`src/rtl/mem_port_arbiter.sv`:
```
// mem_port_arbiter
//   Shares one data-memory port between the load/store unit (LSU) and
//   NUM_REQ secondary requesters. The LSU normally wins without waiting.
//   Secondaries are served round-robin in cycles the LSU leaves free. A
//   starvation counter forces one secondary through after the LSU has won
//   STARVE_LIMIT times in a row while secondaries were waiting. Read data is
//   routed back to its issuer READ_LAT cycles after the access, using a
//   tagged response pipeline.
//
// Ports
//   clk, rst_n                  clock, async active-low reset
//   IN_lsu*                     LSU request / addr / wdata / we / wm
//   OUT_lsuStall                LSU refused this cycle, must retry
//   IN_req/addr/wdata/we/wm     packed secondary request vectors
//   OUT_gnt                     one-hot secondary grant (combinational)
//   OUT_MEM_*                   memory port, ce/we active-low
//   IN_MEM_data                 memory read data
//   OUT_rdata                   read response data (IN_MEM_data)
//   OUT_lsuRvalid, OUT_rvalid   response ownership
module mem_port_arbiter #(
  parameter int NUM_REQ      = 3,
  parameter int READ_LAT     = 1,
  parameter int STARVE_LIMIT = 8
) (
  input  logic                    clk,
  input  logic                    rst_n,
  input  logic                    IN_lsuReq,
  input  logic [29:0]             IN_lsuAddr,
  input  logic [31:0]             IN_lsuData,
  input  logic                    IN_lsuWe,
  input  logic [3:0]              IN_lsuWm,
  output logic                    OUT_lsuStall,
  input  logic [NUM_REQ-1:0]      IN_req,
  input  logic [NUM_REQ*30-1:0]   IN_addr,
  input  logic [NUM_REQ*32-1:0]   IN_wdata,
  input  logic [NUM_REQ-1:0]      IN_we,
  input  logic [NUM_REQ*4-1:0]    IN_wm,
  output logic [NUM_REQ-1:0]      OUT_gnt,
  output logic [29:0]             OUT_MEM_addr,
  output logic [31:0]             OUT_MEM_data,
  output logic                    OUT_MEM_we,
  output logic                    OUT_MEM_ce,
  output logic [3:0]              OUT_MEM_wm,
  input  logic [31:0]             IN_MEM_data,
  output logic [31:0]             OUT_rdata,
  output logic                    OUT_lsuRvalid,
  output logic [NUM_REQ-1:0]      OUT_rvalid
);

  localparam int RW = (NUM_REQ > 1) ? $clog2(NUM_REQ) : 1;

  logic [RW-1:0]       rr;
  logic [7:0]          starve;
  logic [READ_LAT-1:0] pipe_v;
  logic [READ_LAT-1:0] pipe_lsu;
  logic [RW-1:0]       pipe_id [READ_LAT];

  logic          any_req;
  logic          force_sec;
  logic          lsu_win;
  logic          sec_win;
  logic          win_rd;
  logic [RW-1:0] sel;

  // First requesting index at or after start, wrapping modulo NUM_REQ.
  function automatic int rr_pick(input logic [NUM_REQ-1:0] req, input int start);
    int j;
    rr_pick = 0;
    for (int i = NUM_REQ - 1; i >= 0; i--) begin
      j = start + i;
      if (j >= NUM_REQ) j = j - NUM_REQ;
      if (req[j]) rr_pick = j;
    end
  endfunction

  assign any_req   = |IN_req;
  assign force_sec = (starve == 8'(STARVE_LIMIT)) && any_req;

  // Reset gates every winner so the port stays idle while rst_n is low,
  // whatever the request inputs are doing.
  always_comb begin
    lsu_win = 1'b0;
    sec_win = 1'b0;
    sel     = '0;
    OUT_gnt = '0;
    if (rst_n) begin
      if (IN_lsuReq && !force_sec) begin
        lsu_win = 1'b1;
      end else if (any_req) begin
        sec_win = 1'b1;
        sel     = RW'(rr_pick(IN_req, int'(rr)));
        OUT_gnt[sel] = 1'b1;
      end
    end
  end

  assign OUT_lsuStall = !rst_n || (IN_lsuReq && !lsu_win);

  always_comb begin
    OUT_MEM_ce   = 1'b1;
    OUT_MEM_we   = 1'b1;
    OUT_MEM_addr = '0;
    OUT_MEM_data = '0;
    OUT_MEM_wm   = '0;
    win_rd       = 1'b0;
    if (lsu_win) begin
      OUT_MEM_ce   = 1'b0;
      OUT_MEM_we   = !IN_lsuWe;
      OUT_MEM_addr = IN_lsuAddr;
      OUT_MEM_data = IN_lsuData;
      OUT_MEM_wm   = IN_lsuWm;
      win_rd       = !IN_lsuWe;
    end else if (sec_win) begin
      OUT_MEM_ce   = 1'b0;
      OUT_MEM_we   = !IN_we[sel];
      OUT_MEM_addr = IN_addr[int'(sel)*30 +: 30];
      OUT_MEM_data = IN_wdata[int'(sel)*32 +: 32];
      OUT_MEM_wm   = IN_wm[int'(sel)*4 +: 4];
      win_rd       = !IN_we[sel];
    end
  end

  always_ff @(posedge clk or negedge rst_n) begin
    if (!rst_n) begin
      rr     <= '0;
      starve <= '0;
    end else begin
      if (sec_win) begin
        rr     <= (sel == RW'(NUM_REQ - 1)) ? '0 : sel + 1'b1;
        starve <= '0;
      end else if (!any_req) begin
        starve <= '0;
      end else if (lsu_win && starve != 8'(STARVE_LIMIT)) begin
        starve <= starve + 8'd1;
      end
    end
  end

  // Tag pipeline: one tag enters per cycle, so reads and writes interleave
  // freely; writes enter with valid low and never produce a response.
  always_ff @(posedge clk or negedge rst_n) begin
    if (!rst_n) begin
      pipe_v   <= '0;
      pipe_lsu <= '0;
      for (int i = 0; i < READ_LAT; i++) pipe_id[i] <= '0;
    end else begin
      pipe_v[0]   <= win_rd;
      pipe_lsu[0] <= lsu_win;
      pipe_id[0]  <= sel;
      for (int i = 1; i < READ_LAT; i++) begin
        pipe_v[i]   <= pipe_v[i-1];
        pipe_lsu[i] <= pipe_lsu[i-1];
        pipe_id[i]  <= pipe_id[i-1];
      end
    end
  end

  assign OUT_rdata     = IN_MEM_data;
  assign OUT_lsuRvalid = pipe_v[READ_LAT-1] && pipe_lsu[READ_LAT-1];

  always_comb begin
    OUT_rvalid = '0;
    for (int k = 0; k < NUM_REQ; k++) begin
      OUT_rvalid[k] = pipe_v[READ_LAT-1] && !pipe_lsu[READ_LAT-1]
                      && (pipe_id[READ_LAT-1] == RW'(k));
    end
  end

endmodule

```
`config.mk`:
```
export PLATFORM = sky130hd
export DESIGN_NAME = mem_port_arbiter
export DESIGN_NICKNAME = d
export VERILOG_FILES = /design/src/rtl/mem_port_arbiter.sv
export SDC_FILE = /design/constraint.sdc
export NUM_CORES = 1
export LEC_CHECK = 0
export ABC_CLOCK_PERIOD_IN_PS = 1900
export BUFFER_PORTS_ARGS = -buffer_cell sky130_fd_sc_hd__buf_2
export CAP_MARGIN = 20
export CELL_PAD_IN_SITES_DETAIL_PLACEMENT = 0
export CELL_PAD_IN_SITES_GLOBAL_PLACEMENT = 1
export CORE_AREA = 3 3 159 161
export DETAILED_ROUTE_END_ITERATION = 16
export DIE_AREA = 0 0 162 164
export PLACE_DENSITY_LB_ADDON = 0.1
export SLEW_MARGIN = 15
export SYNTH_ARGS = -nofsm -noshare
export SYNTH_HDL_FRONTEND = slang
export SYNTH_SLANG_ARGS = --single-unit
```
`constraint.sdc`:
```
create_clock -name clk -period 1.9 [get_ports clk]
set_input_delay 0 -clock clk [delete_from_list [all_inputs] [get_ports clk]]
set_output_delay 0 -clock clk [all_outputs]
set_load 0.1 [all_outputs]
```
==> flow_summary.rst, run 1 <==
.. list-table::
   :header-rows: 1

   * - Metric
     - Value
   * - Power density over the cells
     - 1340 nW/um^2
   * - Y dimension of the die
     - 164 um
   * - Largest stage delay, worst path
     - 0.44 ns
   * - Hold Startpoint
     - IN_MEM_data[7]
   * - Number of vias in the routed layout
     - 5310
   * - Most used cell, CP
     - buf_12
   * - Clock latency of the later-clocked register in the worst-skew pair
     - 0.25 ns
   * - Growth of design area from synthesis to finish
     - 155%
   * - Combinational family with the most area after synthesis
     - compound AO/OA/AOI/OAI gates
   * - Number of standard cells in the final layout excluding fillers
     - 1163
   * - Area leader, netlist
     - mux2i_1
   * - Utilization of the core after routing
     - 40.1%
   * - Yosys cell types
     - 48
   * - Detailed router's first-iteration violation count
     - 114
   * - Worst setup startpoint
     - rr[1]$_DFFE_PN0P_
   * - Port Buffer Count
     - 349
   * - RSZ-0062 raised after global routing
     - yes
   * - Part of the Yosys area used for sequential elements
     - 9.24%
   * - Total number of nets in the final design
     - 1148
   * - Post-DRT Antenna Nets
     - 0
   * - Sequence of cells on the critical path
     - ha_4, and4bb_1, a211oi_4, o22ai_4, buf_6, buf_12, buf_12, o31ai_4, buf_12
   * - Share of synthesized area spent on multiplexers
     - 18.0%
   * - Initial DRT Pass Iterations
     - 4
   * - Transition at the pin with the smallest max-transition slack
     - 0.713 ns
   * - Worst slew margin
     - 52.3%
   * - Vias in the first global route
     - 5695
   * - Clk_skew
     - 0.00336 ns
   * - Setup Crit Path Kind
     - reg2out
   * - Storage element area
     - 352 um^2
   * - Initial antenna violation count
     - 4
   * - Number of sinks driven by the clock tree
     - 14
   * - Share of the synthesized area in compound gates (AO/OA/AOI/OAI)
     - 34.9%
   * - Post-synthesis simple-gate area fraction
     - 18.9%
   * - Area share of the largest cell type after synthesis
     - 17.7%
   * - Global-route wire length before repair
     - 32900 um
   * - Post-Synthesis Cell Area
     - 3790 um^2
   * - Final setup violation count
     - 74
   * - Design Power
     - 12.9 mW
   * - Clock buffer depth
     - 2
   * - Startpoint class of the critical path
     - flop
   * - Fraction of final layout cells sized beyond drive strength 1
     - 74.5%
   * - Fill cell instance count of the final layout
     - 2408
   * - Worst hold path class
     - in2out
   * - Post-synthesis adder-cell area fraction
     - 1.65%
   * - Global route overflow
     - 0
   * - Synthesis Warnings
     - 0
   * - Status
     - complete, but fails checks
   * - Avg Synthesized Cell Area
     - 8.24 um^2
   * - Final Wtd Congestion
     - 0.793
   * - Most used standard cell by instance count after synthesis
     - and2_1
   * - Share of the clock period used by the worst path after layout
     - 137%
   * - Initial Utilization
     - 15.7%
   * - Violated checks
     - negative setup slack
   * - Number of ports placed on the die boundary
     - 414
   * - Maximum fanout encountered on the critical timing path
     - 6
   * - Worst Setup End Kind
     - output port
   * - Final critical delay including setup and external delays
     - 2.61 ns
   * - Synth Register Bits
     - 14
   * - Total instance count after detailed placement
     - 1124
   * - Max-capacitance violation count
     - 0
   * - Number of hold-slack violations in the final timing report
     - 0
   * - Top cells by area, synth
     - mux2i_1 (18%), a41oi_1 (14%), o31ai_1 (12%), and2_1 (11%), dfrtp_1 (9.2%)
   * - Worst-case setup margin in the final layout
     - -0.711 ns
   * - Core area
     - 24100 um^2
   * - Row cnt
     - 57
   * - Post-detailed-route wirelength per cell
     - 20.1 um
   * - Synthesized netlist net count
     - 771
   * - Synth async-reset ratio
     - 100%
   * - Clock-pin slew reported for the worst setup and hold paths after clock tree synthesis
     - 0.05 ns
   * - Area of the die
     - 26600 um^2
   * - DR vias/cell
     - 4.57
   * - Number of enable flip-flop cells after synthesis
     - 0
   * - Most used DFF post-synth
     - dfrtp_1
   * - Clock buffers created by TritonCTS
     - 3
   * - GRT Overall Usage
     - 15.6%
   * - Clock tree from TritonCTS
     - yes
   * - Synth Area in XOR/XNOR
     - 1.39%
   * - Max Freq
     - 383 MHz
   * - Post-DP HPWL
     - 17300 um
   * - Crit path required time
     - 1.90 ns
   * - H-tree depth
     - 1
   * - Fin. max-slew vios
     - 0
   * - Multi-input gate area in the final layout
     - 4570 um^2
   * - Maximum number of pins on one net before global-route repair
     - 38
   * - Root buf cell
     - clkbuf_16
   * - Maximum VDD drop
     - 585 uV
   * - Gate count of the mapped netlist
     - 460
   * - Overall routed net length
     - 23400 um
   * - Slowest stage cell, crit path
     - dfrtp_2
   * - Remaining design rule violation count
     - 0
   * - Launch instance of the worst register-to-register path
     - rr[1]$_DFFE_PN0P_
   * - Die width
     - 162 um
   * - Standby leakage power
     - 4.09 nW
   * - Worst EP arrival
     - 2.61 ns
   * - List of most frequent post-synthesis cells
     - and2_1 (68), mux2i_1 (67), o31ai_1 (61)
critical path, delay by kind of cell, from the launching register on:
| family | cells | cell delay (ns) |
|---|---|---|
| simple gates | 1 | 0.22 |
| compound gates | 3 | 0.75 |
| buf+inv | 4 | 0.66 |
| fa+ha+maj | 1 | 0.30 |
| flops | 1 | 0.44 |
path summary, 6_finish.rpt:
path	cells after the start	slack, ns	endpoint
setup / recovery	9	-0.71	OUT_MEM_addr[25]
hold / removal	0	0.00004	OUT_rdata[7]
setup reg to reg	9	-0.37	pipe_v$_DFF_PN0_
hold reg to reg	1	0.56	rr[1]$_DFFE_PN0P_
max in group asynchronous	3	0.88	rr[1]$_DFFE_PN0P_
min in group asynchronous	3	0.52	starve[0]$_DFFE_PN0P_
placed cells by master, fill, tap and decap left out, types with 2 or more instances in the layout:
cell type | Yosys | layout
buf_6 | 8 | 17
nor2_4 | 0 | 2
buf_12 | 0 | 91
o21ai_2 | 1 | 2
a41oi_1 | 60 | 11
buf_2 | 21 | 277
nor3b_1 | 2 | 2
nand2_1 | 7 | 7
nand4_1 | 2 | 2
clkbuf_16 | 0 | 11
inv_1 | 11 | 10
nor3_1 | 3 | 2
ha_1 | 5 | 2
xnor2_1 | 6 | 6
buf_8 | 0 | 4
mux2i_1 | 67 | 50
a41oi_4 | 0 | 26
o22ai_1 | 2 | 2
nor2_1 | 15 | 13
nand2b_1 | 5 | 5
o21ai_0 | 3 | 2
ha_4 | 0 | 2
diode_2 | 0 | 3
buf_16 | 0 | 4
nand3_1 | 4 | 4
dfrtp_1 | 14 | 13
mux2i_2 | 0 | 17
and3b_1 | 2 | 2
a31oi_4 | 0 | 2
buf_4 | 39 | 54
a21oi_1 | 4 | 3
and2_1 | 68 | 68
o31ai_4 | 0 | 66
a41oi_2 | 6 | 29
through the flow:
stage / setup slack (ns) / setup TNS (ns) / area (um^2) / hold slack (ns)
final: -0.711 / -44.50 / 9660 / 0.0000386
after CTS: -0.687 / -43.68 / 8870 / 0.000681
after global placement: -0.453 / -23.85 / 8250 / -0.00481
after floorplan: -0.831 / -38.20 / 4960 / -0.296
after detailed placement: -0.511 / -26.25 / 8250 / 0.000681
after global routing: -0.778 / -50.96 / 9660 / 0.000198
final cells by class:
cell class	instances	share of cell area, %
Inverter	11	0.427
Timing Repair Buffer	457	43.4
Tap cell	324	4.20
Multi-Input combinational cell	350	47.3
Antenna cell	3	0.0777
Clock buffer	4	0.920
Sequential cell	14	3.64
cells by family after synthesis:
group | Yosys count
muxes | 68
xor gates and xnor gates | 6
and+or+nand+nor | 117
DFF | 14
AOI/OAI and AO/OA | 154
adders and majority gates | 5
buffers and inverters | 96
repair_timing:
item,4_1_cts,5_1_grt
gates cloned,3,9
endpoints found under the setup margin,74,75
setup buffers,10,11
pin swaps,7,30
hold buffers,1,0
hold endpoints to repair,14,0
gates resized for setup,62,71
sequential cells by signal, indices dropped and copies added (netlist names):
register	count
rr	2
pipe_id	2
pipe_lsu	1
pipe_v	1
starve	8
power breakdown:
part	internal, mW	switching [mW]	total (mW)
clock network	0.320	0.134	0.454
logic	4.97	7.12	12.1
registers	0.341	0.0338	0.375
total	5.63	7.28	12.9
metal layers:
layer	global-route usage [%]	wire (um)	vias to the layer above
met4	3.84	491	2
met5	0	20	-
met2	29.3	12600	222
li1	-	-	2532
met1	17.8	8760	2514
met3	3.63	1550	40
Power figures use the tool's default switching activity.
==> run 2: changes to the inputs <==
==> constraint.sdc (replaced) <==
create_clock -name clk -period 1.9 [get_ports clk]
set_input_delay 0.095 -clock clk [delete_from_list [all_inputs] [get_ports clk]]
set_output_delay 0.095 -clock clk [all_outputs]
set_load 0.1 [all_outputs]
==> run 2 against run 1 <==
Compared with the run above: the run still ends with negative setup slack left; register-to-register slack worse by 0.12 ns; first-iteration DRC count up 24%; cell count up 1.2%; critical path depth up 1; sequential power up 2%; worst hold slack better by 0.19 ns; non-clock buffer count up 16; critical endpoint is now OUT_MEM_addr[28].
==> flow_summary.rst, run 2 (synthesized netlist as in run 1, its figures left out) <==
.. list-table::
   :header-rows: 1

   * - Metric
     - Value
   * - Row cnt
     - 57
   * - Worst EP arrival
     - 2.60 ns
   * - Crit path required time
     - 1.80 ns
   * - Worst hold path class
     - in2out
   * - DR vias/cell
     - 4.55
   * - Post-detailed-route wirelength per cell
     - 20.0 um
   * - Register share of total power
     - 3.0%
   * - Uppermost routed layer
     - met4
   * - DR WL met2
     - 12500 um
   * - Global-route wire length before repair
     - 32700 um
   * - Met3 Wirelength
     - 1700 um
   * - Global route overflow
     - 0
   * - Fin. max-slew vios
     - 0
   * - Top reg by flops
     - starve
   * - Cell internal power dissipation
     - 5.74 mW
   * - Y dimension of the die
     - 164 um
   * - Setup Crit Path Kind
     - reg2out
   * - Number of sinks driven by the clock tree
     - 14
   * - Port Buffer Count
     - 349
   * - Number of ports placed on the die boundary
     - 414
   * - Violated checks
     - negative setup slack
   * - Maximum fanout encountered on the critical timing path
     - 9
   * - Registers with the highest flip-flop counts
     - starve (8), pipe_id (2), rr (2)
   * - Initial DRT Pass Iterations
     - 6
   * - Clock buffer depth
     - 2
   * - Fill cell instance count of the final layout
     - 2438
   * - Number of vias in the routed layout
     - 5354
   * - Area of the die
     - 26600 um^2
   * - Standby leakage power
     - 4.07 nW
   * - Root buf cell
     - clkbuf_16
   * - Maximum VDD drop
     - 535 uV
   * - Transition at the pin with the smallest max-transition slack
     - 0.490 ns
   * - Status
     - complete, but fails checks
   * - Share of the clock period used by the worst path after layout
     - 142%
   * - Final critical delay including setup and external delays
     - 2.69 ns
   * - Clk_skew
     - 0.00434 ns
   * - Max-capacitance violation count
     - 0
   * - Die width
     - 162 um
   * - Most common cell after layout, fill and taps aside
     - buf_2
   * - Worst-case setup margin in the final layout
     - -0.793 ns
   * - Utilization of the core after routing
     - 39.8%
   * - Clock Power Share
     - 3.5%
   * - Clock buffers created by TritonCTS
     - 3
   * - Fraction of final layout cells sized beyond drive strength 1
     - 77.8%
   * - Combinational group share of total power
     - 93.5%
   * - Remaining design rule violation count
     - 0
   * - Number of flip-flops under the largest register name
     - 8
   * - Worst slew margin
     - 67.6%
   * - Vias in the first global route
     - 5556
   * - Power density over the cells
     - 1340 nW/um^2
   * - Growth of design area from synthesis to finish
     - 153%
   * - Total number of nets in the final design
     - 1164
   * - Clock tree from TritonCTS
     - yes
   * - Startpoint class of the critical path
     - flop
   * - Number of hold-slack violations in the final timing report
     - 0
   * - Register-to-register setup slack
     - -0.49 ns
   * - Clock latency of the later-clocked register in the worst-skew pair
     - 0.25 ns
   * - GRT Overall Usage
     - 15.5%
   * - Post-DRT Antenna Nets
     - 0
   * - Proportion of total power due to net switching
     - 55.3%
   * - Final Wtd Congestion
     - 0.803
   * - Final setup violation count
     - 74
   * - H-tree depth
     - 1
   * - Maximum number of pins on one net before global-route repair
     - 41
   * - Initial Utilization
     - 15.7%
   * - Max Freq
     - 371 MHz
   * - Core area
     - 24100 um^2
   * - Post-DP HPWL
     - 18400 um
   * - Worst Setup End Kind
     - output port
   * - Clock-pin slew reported for the worst setup and hold paths after clock tree synthesis
     - 0.05 ns
   * - RSZ-0062 raised after global routing
     - yes
   * - Worst hold margin
     - 0.190 ns
   * - Detailed-route wire length on metal 1
     - 9080 um
   * - Detailed router's first-iteration violation count
     - 141
   * - Commonest cells after routing, fill and taps aside
     - buf_2 (277), buf_12 (94), buf_4 (74)
   * - Initial antenna violation count
     - 1
   * - Power dissipated by switching net loads
     - 7.09 mW
   * - Overall routed net length
     - 23600 um
run 2: cell count changes in the layout (fill, tap and decap cells not counted), moves of 3 or more:
cell / previous run / this run
mux2i_1: 50 / 38
a41oi_4: 26 / 6
buf_16: 4 / 0
buf_8: 4 / 0
a41oi_2: 29 / 59
buf_6: 17 / 21
a41oi_1: 11 / 1
mux2i_2: 17 / 27
buf_4: 54 / 74
buf_12: 91 / 94
run 2: final timing paths:
check,from,end,cells past startpoint
worst min register to register,rr[1]$_DFFE_PN0P_,rr[1]$_DFFE_PN0P_,1
max in group asynchronous,rst_n,rr[1]$_DFFE_PN0P_,3
min in group asynchronous,rst_n,starve[0]$_DFFE_PN0P_,3
worst min-delay path,IN_MEM_data[13],OUT_rdata[13],0
worst max-delay path,rr[1]$_DFFE_PN0P_,OUT_MEM_addr[28],10
worst max register to register,rr[1]$_DFFE_PN0P_,rr[1]$_DFFE_PN0P_,11
run 2: per-stage QoR:
step	instance area, um^2	power, mW	TNS [ns]	setup slack [ns]	std cells
finish	9610	12.8	-52.24	-0.793	1177
global route	9610	13.4	-58.10	-0.873	1177
CTS	8790	11.5	-53.97	-0.805	1148
detailed placement	8320	10.4	-36.00	-0.571	1132
global placement	8320	10.3	-30.53	-0.510	1132
floorplan	4970	7.49	-45.13	-0.926	460
run 2: cell type report:
| cell class | instances | area (um^2) | share of cell area [%] |
|---|---|---|---|
| Multi-Input combinational cell | 350 | 4500 | 46.8 |
| Inverter | 11 | 41.3 | 0.430 |
| Sequential cell | 14 | 352 | 3.66 |
| Timing Repair Buffer | 473 | 4220 | 43.9 |
| Clock buffer | 4 | 88.8 | 0.925 |
| Tap cell | 324 | 405 | 4.22 |
| Antenna cell | 1 | 2.50 | 0.0261 |
run 2: timing repair:
action | 4_1_cts | 5_1_grt
buffers inserted | 11 | 21
endpoints found under the setup margin | 74 | 74
cloned | 0 | 7
gates resized for setup | 49 | 77
hold buffers | 1 | 0
pin swaps | 7 | 13
hold endpoints to repair | 14 | 0
run 2: layer usage:
| layer | global-route usage (%) | vias to the layer above |
|---|---|---|
| li1 | - | 2556 |
| met1 | 17.5 | 2563 |
| met2 | 29.7 | 203 |
| met3 | 3.86 | 32 |
| met4 | 2.64 | 0 |
| met5 | 0 | - |
run 2: power by group through the flow:
stage / clock network [mW] / registers (mW) / logic, mW
6_report: 0.449 / 0.381 / 12.0
4_1_cts: 0.456 / 0.380 / 10.6
5_1_grt: 0.476 / 0.385 / 12.5
3_5_place_dp: 0 / 0.379 / 9.99
2_1_floorplan: 0 / 0.380 / 7.11
3_3_place_gp: 0 / 0.377 / 9.90
run 2: critical path: stages (launching register included):
cell and delay, ns:
dfrtp_2 0.45, ha_4 0.30, and4bb_1 0.19, a211oi_2 0.30
o22ai_4 0.12, buf_12 0.17, buf_6 0.12, buf_6 0.12
buf_6 0.12, o31ai_4 0.25, buf_12 0.21
==> run 3: changes to the inputs <==
--- a/config.mk
+++ b/config.mk
@@ -7,2 +7,3 @@
 export LEC_CHECK = 0
+export ABC_AREA = 1
 export ABC_CLOCK_PERIOD_IN_PS = 1900
@@ -12,5 +13,5 @@
 export CELL_PAD_IN_SITES_GLOBAL_PLACEMENT = 1
-export CORE_AREA = 3 3 159 161
+export CORE_AREA = 3 3 160 162
 export DETAILED_ROUTE_END_ITERATION = 16
-export DIE_AREA = 0 0 162 164
+export DIE_AREA = 0 0 163 165
 export PLACE_DENSITY_LB_ADDON = 0.1
==> constraint.sdc (replaced) <==
create_clock -name clk -period 1.9 [get_ports clk]
set_input_delay 0.38 -clock clk [delete_from_list [all_inputs] [get_ports clk]]
set_output_delay 0.38 -clock clk [all_outputs]
set_load 0.1 [all_outputs]
==> run 3 against run 2 <==
Compared with the run above: the run still ends with negative setup slack left; highest routed layer is now met5; clock skew increased by 0.00083 ns; clock power decreased by 9.6%; worst hold slack gained 0.025 ns; sequential share of layout area rose by 0.50 points; die area is 1.2% higher; critical path type unchanged; total power decreased by 22%; global-route usage decreased by 0.16 points; design area is 12% lower.
==> flow_summary.rst, run 3 <==
.. list-table::
   :header-rows: 1

   * - Metric
     - Value
   * - Number of standard cells in the final layout excluding fillers
     - 1324
   * - Global route overflow
     - 0
   * - Combinational group share of total power
     - 92.0%
   * - Post-DP HPWL
     - 18100 um
   * - List of most frequent post-synthesis cells
     - nand2_1 (267), nand3_1 (92), nand4_1 (70)
   * - Max-capacitance violation count
     - 0
   * - Fin. max-slew vios
     - 0
   * - Power density over the cells
     - 1190 nW/um^2
   * - Remaining design rule violation count
     - 0
   * - Y dimension of the die
     - 165 um
   * - Most used standard cell by instance count after synthesis
     - nand2_1
   * - Clock buffers created by TritonCTS
     - 3
   * - Worst slew margin
     - 67.8%
   * - Final setup violation count
     - 80
   * - Final Wtd Congestion
     - 0.752
   * - Most used DFF post-synth
     - dfrtp_1
   * - Startpoint class of the critical path
     - flop
   * - Clock-pin slew reported for the worst setup and hold paths after clock tree synthesis
     - 0.05 ns
   * - Clock tree from TritonCTS
     - yes
   * - Port Buffer Count
     - 349
   * - Overall routed net length
     - 23500 um
   * - Registers with the highest flip-flop counts
     - starve (8), pipe_id (2), rr (2)
   * - Yosys cell types
     - 28
   * - Number of enable flip-flop cells after synthesis
     - 0
   * - # hold bufs at CTS
     - 0
   * - Worst EP arrival
     - 2.49 ns
   * - Worst setup startpoint
     - rr[1]$_DFFE_PN0P_
   * - Initial DRT Pass Iterations
     - 6
   * - Worst hold margin
     - 0.215 ns
   * - Core area
     - 24200 um^2
   * - Power dissipated by switching net loads
     - 5.89 mW
   * - Final critical delay including setup and external delays
     - 2.87 ns
   * - Total instance count after detailed placement
     - 1274
   * - Crit path required time
     - 1.52 ns
   * - Maximum number of pins on one net before global-route repair
     - 31
   * - Number of flip-flops under the largest register name
     - 8
   * - Synthesized netlist net count
     - 916
   * - Utilization of the core after routing
     - 34.8%
   * - Commonest cells after routing, fill and taps aside
     - buf_2 (277), nand2_1 (200), buf_12 (85)
   * - Clock buffer depth
     - 2
   * - Clock Power Share
     - 4.1%
   * - Die width
     - 163 um
   * - Root buf cell
     - clkbuf_16
   * - Area of the die
     - 26900 um^2
   * - DR vias/cell
     - 4.25
   * - Top reg by flops
     - starve
   * - Gate count of the mapped netlist
     - 605
   * - Area share of the largest cell type after synthesis
     - 31.0%
   * - Sequence of cells on the critical path
     - inv_2, ha_4, inv_4, nand2_4, nand3_4, a21oi_4, buf_6, a21oi_4, buf_12, nor2_4, buf_12, buf_12, nand2_1, nand4_1, buf_12
   * - Worst-case setup margin in the final layout
     - -0.968 ns
   * - Initial antenna violation count
     - 6
   * - Initial Utilization
     - 13.3%
   * - Synthesis Warnings
     - 0
   * - Synth async-reset ratio
     - 100%
   * - Share of the clock period used by the worst path after layout
     - 151%
   * - Number of vias in the routed layout
     - 5630
   * - H-tree depth
     - 1
   * - Part of the Yosys area used for sequential elements
     - 10.8%
   * - Maximum VDD drop
     - 629 uV
   * - Most used cell, CP
     - buf_12
   * - Total number of nets in the final design
     - 1311
   * - Setup Crit Path Kind
     - reg2out
   * - Most common cell after layout, fill and taps aside
     - buf_2
   * - Synth Register Bits
     - 14
   * - Slowest stage cell, crit path
     - dfrtp_2
   * - RSZ-0062 raised after global routing
     - yes
   * - Largest stage delay, worst path
     - 0.44 ns
   * - Standby leakage power
     - 4.04 nW
   * - Clk_skew
     - 0.00517 ns
   * - Vias in the first global route
     - 5538
   * - Post-DRT Antenna Nets
     - 0
   * - Clock latency of the later-clocked register in the worst-skew pair
     - 0.25 ns
   * - Post-detailed-route wirelength per cell
     - 17.8 um
   * - Post-DP Area
     - 7280 um^2
   * - Detailed router's first-iteration violation count
     - 158
   * - Register share of total power
     - 3.9%
   * - Number of hold-slack violations in the final timing report
     - 0
   * - Number of sinks driven by the clock tree
     - 14
   * - Post-Synthesis Cell Area
     - 3230 um^2
   * - Top cells by area, synth
     - nand2_1 (31%), nand3_1 (14%), nand4_1 (14%), dfrtp_1 (11%), buf_4 (10%)
   * - Fraction of final layout cells sized beyond drive strength 1
     - 62.1%
   * - Transition at the pin with the smallest max-transition slack
     - 0.487 ns
   * - Row cnt
     - 57
   * - Global-route wire length before repair
     - 32000 um
   * - Status
     - complete, but fails checks
   * - Growth of design area from synthesis to finish
     - 161%
   * - Final instance area
     - 8440 um^2
   * - GRT Overall Usage
     - 15.3%
   * - Cell internal power dissipation
     - 4.12 mW
   * - Area leader, netlist
     - nand2_1
   * - Avg Synthesized Cell Area
     - 5.34 um^2
   * - Violated checks
     - negative setup slack
   * - Worst hold path class
     - in2async
   * - Maximum fanout encountered on the critical timing path
     - 14
   * - Number of ports placed on the die boundary
     - 414
   * - Max Freq
     - 349 MHz
   * - Proportion of total power due to net switching
     - 58.8%
   * - Worst Setup End Kind
     - output port
   * - Launch instance of the worst register-to-register path
     - rr[1]$_DFFE_PN0P_
[run 3: layer usage]
layer,part of all wire (%),global-route usage (%),vias to the layer above
met5,0.22,0,-
met4,1.5,2.46,10
met3,7.6,4.64,44
met2,53,28.3,224
met1,37,17.7,2564
li1,-,-,2788
[run 3: area by class of cell]
class | instances | area (um^2)
Fill cell | 2665 | 15800
Timing Repair Buffer | 462 | 4080
Multi-Input combinational cell | 490 | 3400
Tap cell | 324 | 405
Sequential cell | 14 | 352
Inverter | 29 | 124
Clock buffer | 3 | 75.1
Antenna cell | 2 | 5.00
[run 3: repair_timing]
action,4_1_cts,5_1_grt
gates resized for setup,62,96
buffers inserted,34,6
hold endpoints to repair,0,0
gates cloned,3,5
pin swaps,34,42
setup endpoints to repair,81,83
[run 3: logic make-up after synthesis]
logic type	Yosys count	synth area share, %
DFF	14	10.8
AOI/OAI and AO/OA	25	4.53
adders and majority gates	5	1.94
buffers and inverters	102	18.0
and+or+nand+nor	459	64.7
[run 3: worst paths after layout]
check                                        end  slack, ns  cells after the start
setup / recovery                OUT_MEM_data[29]      -0.97                     15
hold / removal              pipe_id[0]$_DFF_PN0_       0.21                      3
setup reg to reg               rr[1]$_DFFE_PN0P_      -0.92                     20
hold reg to reg            starve[7]$_DFFE_PN0P_       0.56                      2
max in group asynchronous      rr[1]$_DFFE_PN0P_       1.47                      3
min in group clk                pipe_v$_DFF_PN0_       0.39                      3
[run 3: power by group through the flow]
stage          Sequential, mW  Combinational [mW]  Clock [mW]
3_3_place_gp            0.390                8.08           0
6_report                0.391                9.21       0.406
3_5_place_dp            0.391                8.03           0
2_1_floorplan           0.384                5.41           0
4_1_cts                 0.388                8.56       0.410
5_1_grt                 0.394                9.64       0.430
[run 3: critical path, delay by kind of cell, from the launching register on]
family | cells | cell delay [ns]
flops | 1 | 0.44
simple gates | 5 | 0.48
buf+inv | 7 | 0.90
compound gates | 2 | 0.20
fa+ha+maj | 1 | 0.19
[run 3: metrics by stage]
step	TNS, ns	power, mW	worst slack [ns]
floorplan	-50.87	5.79	-1.03
global placement	-52.28	8.47	-0.829
detailed placement	-51.68	8.42	-0.797
CTS	-67.46	9.36	-0.961
global route	-76.67	10.5	-1.08
finish	-67.80	10.0	-0.968
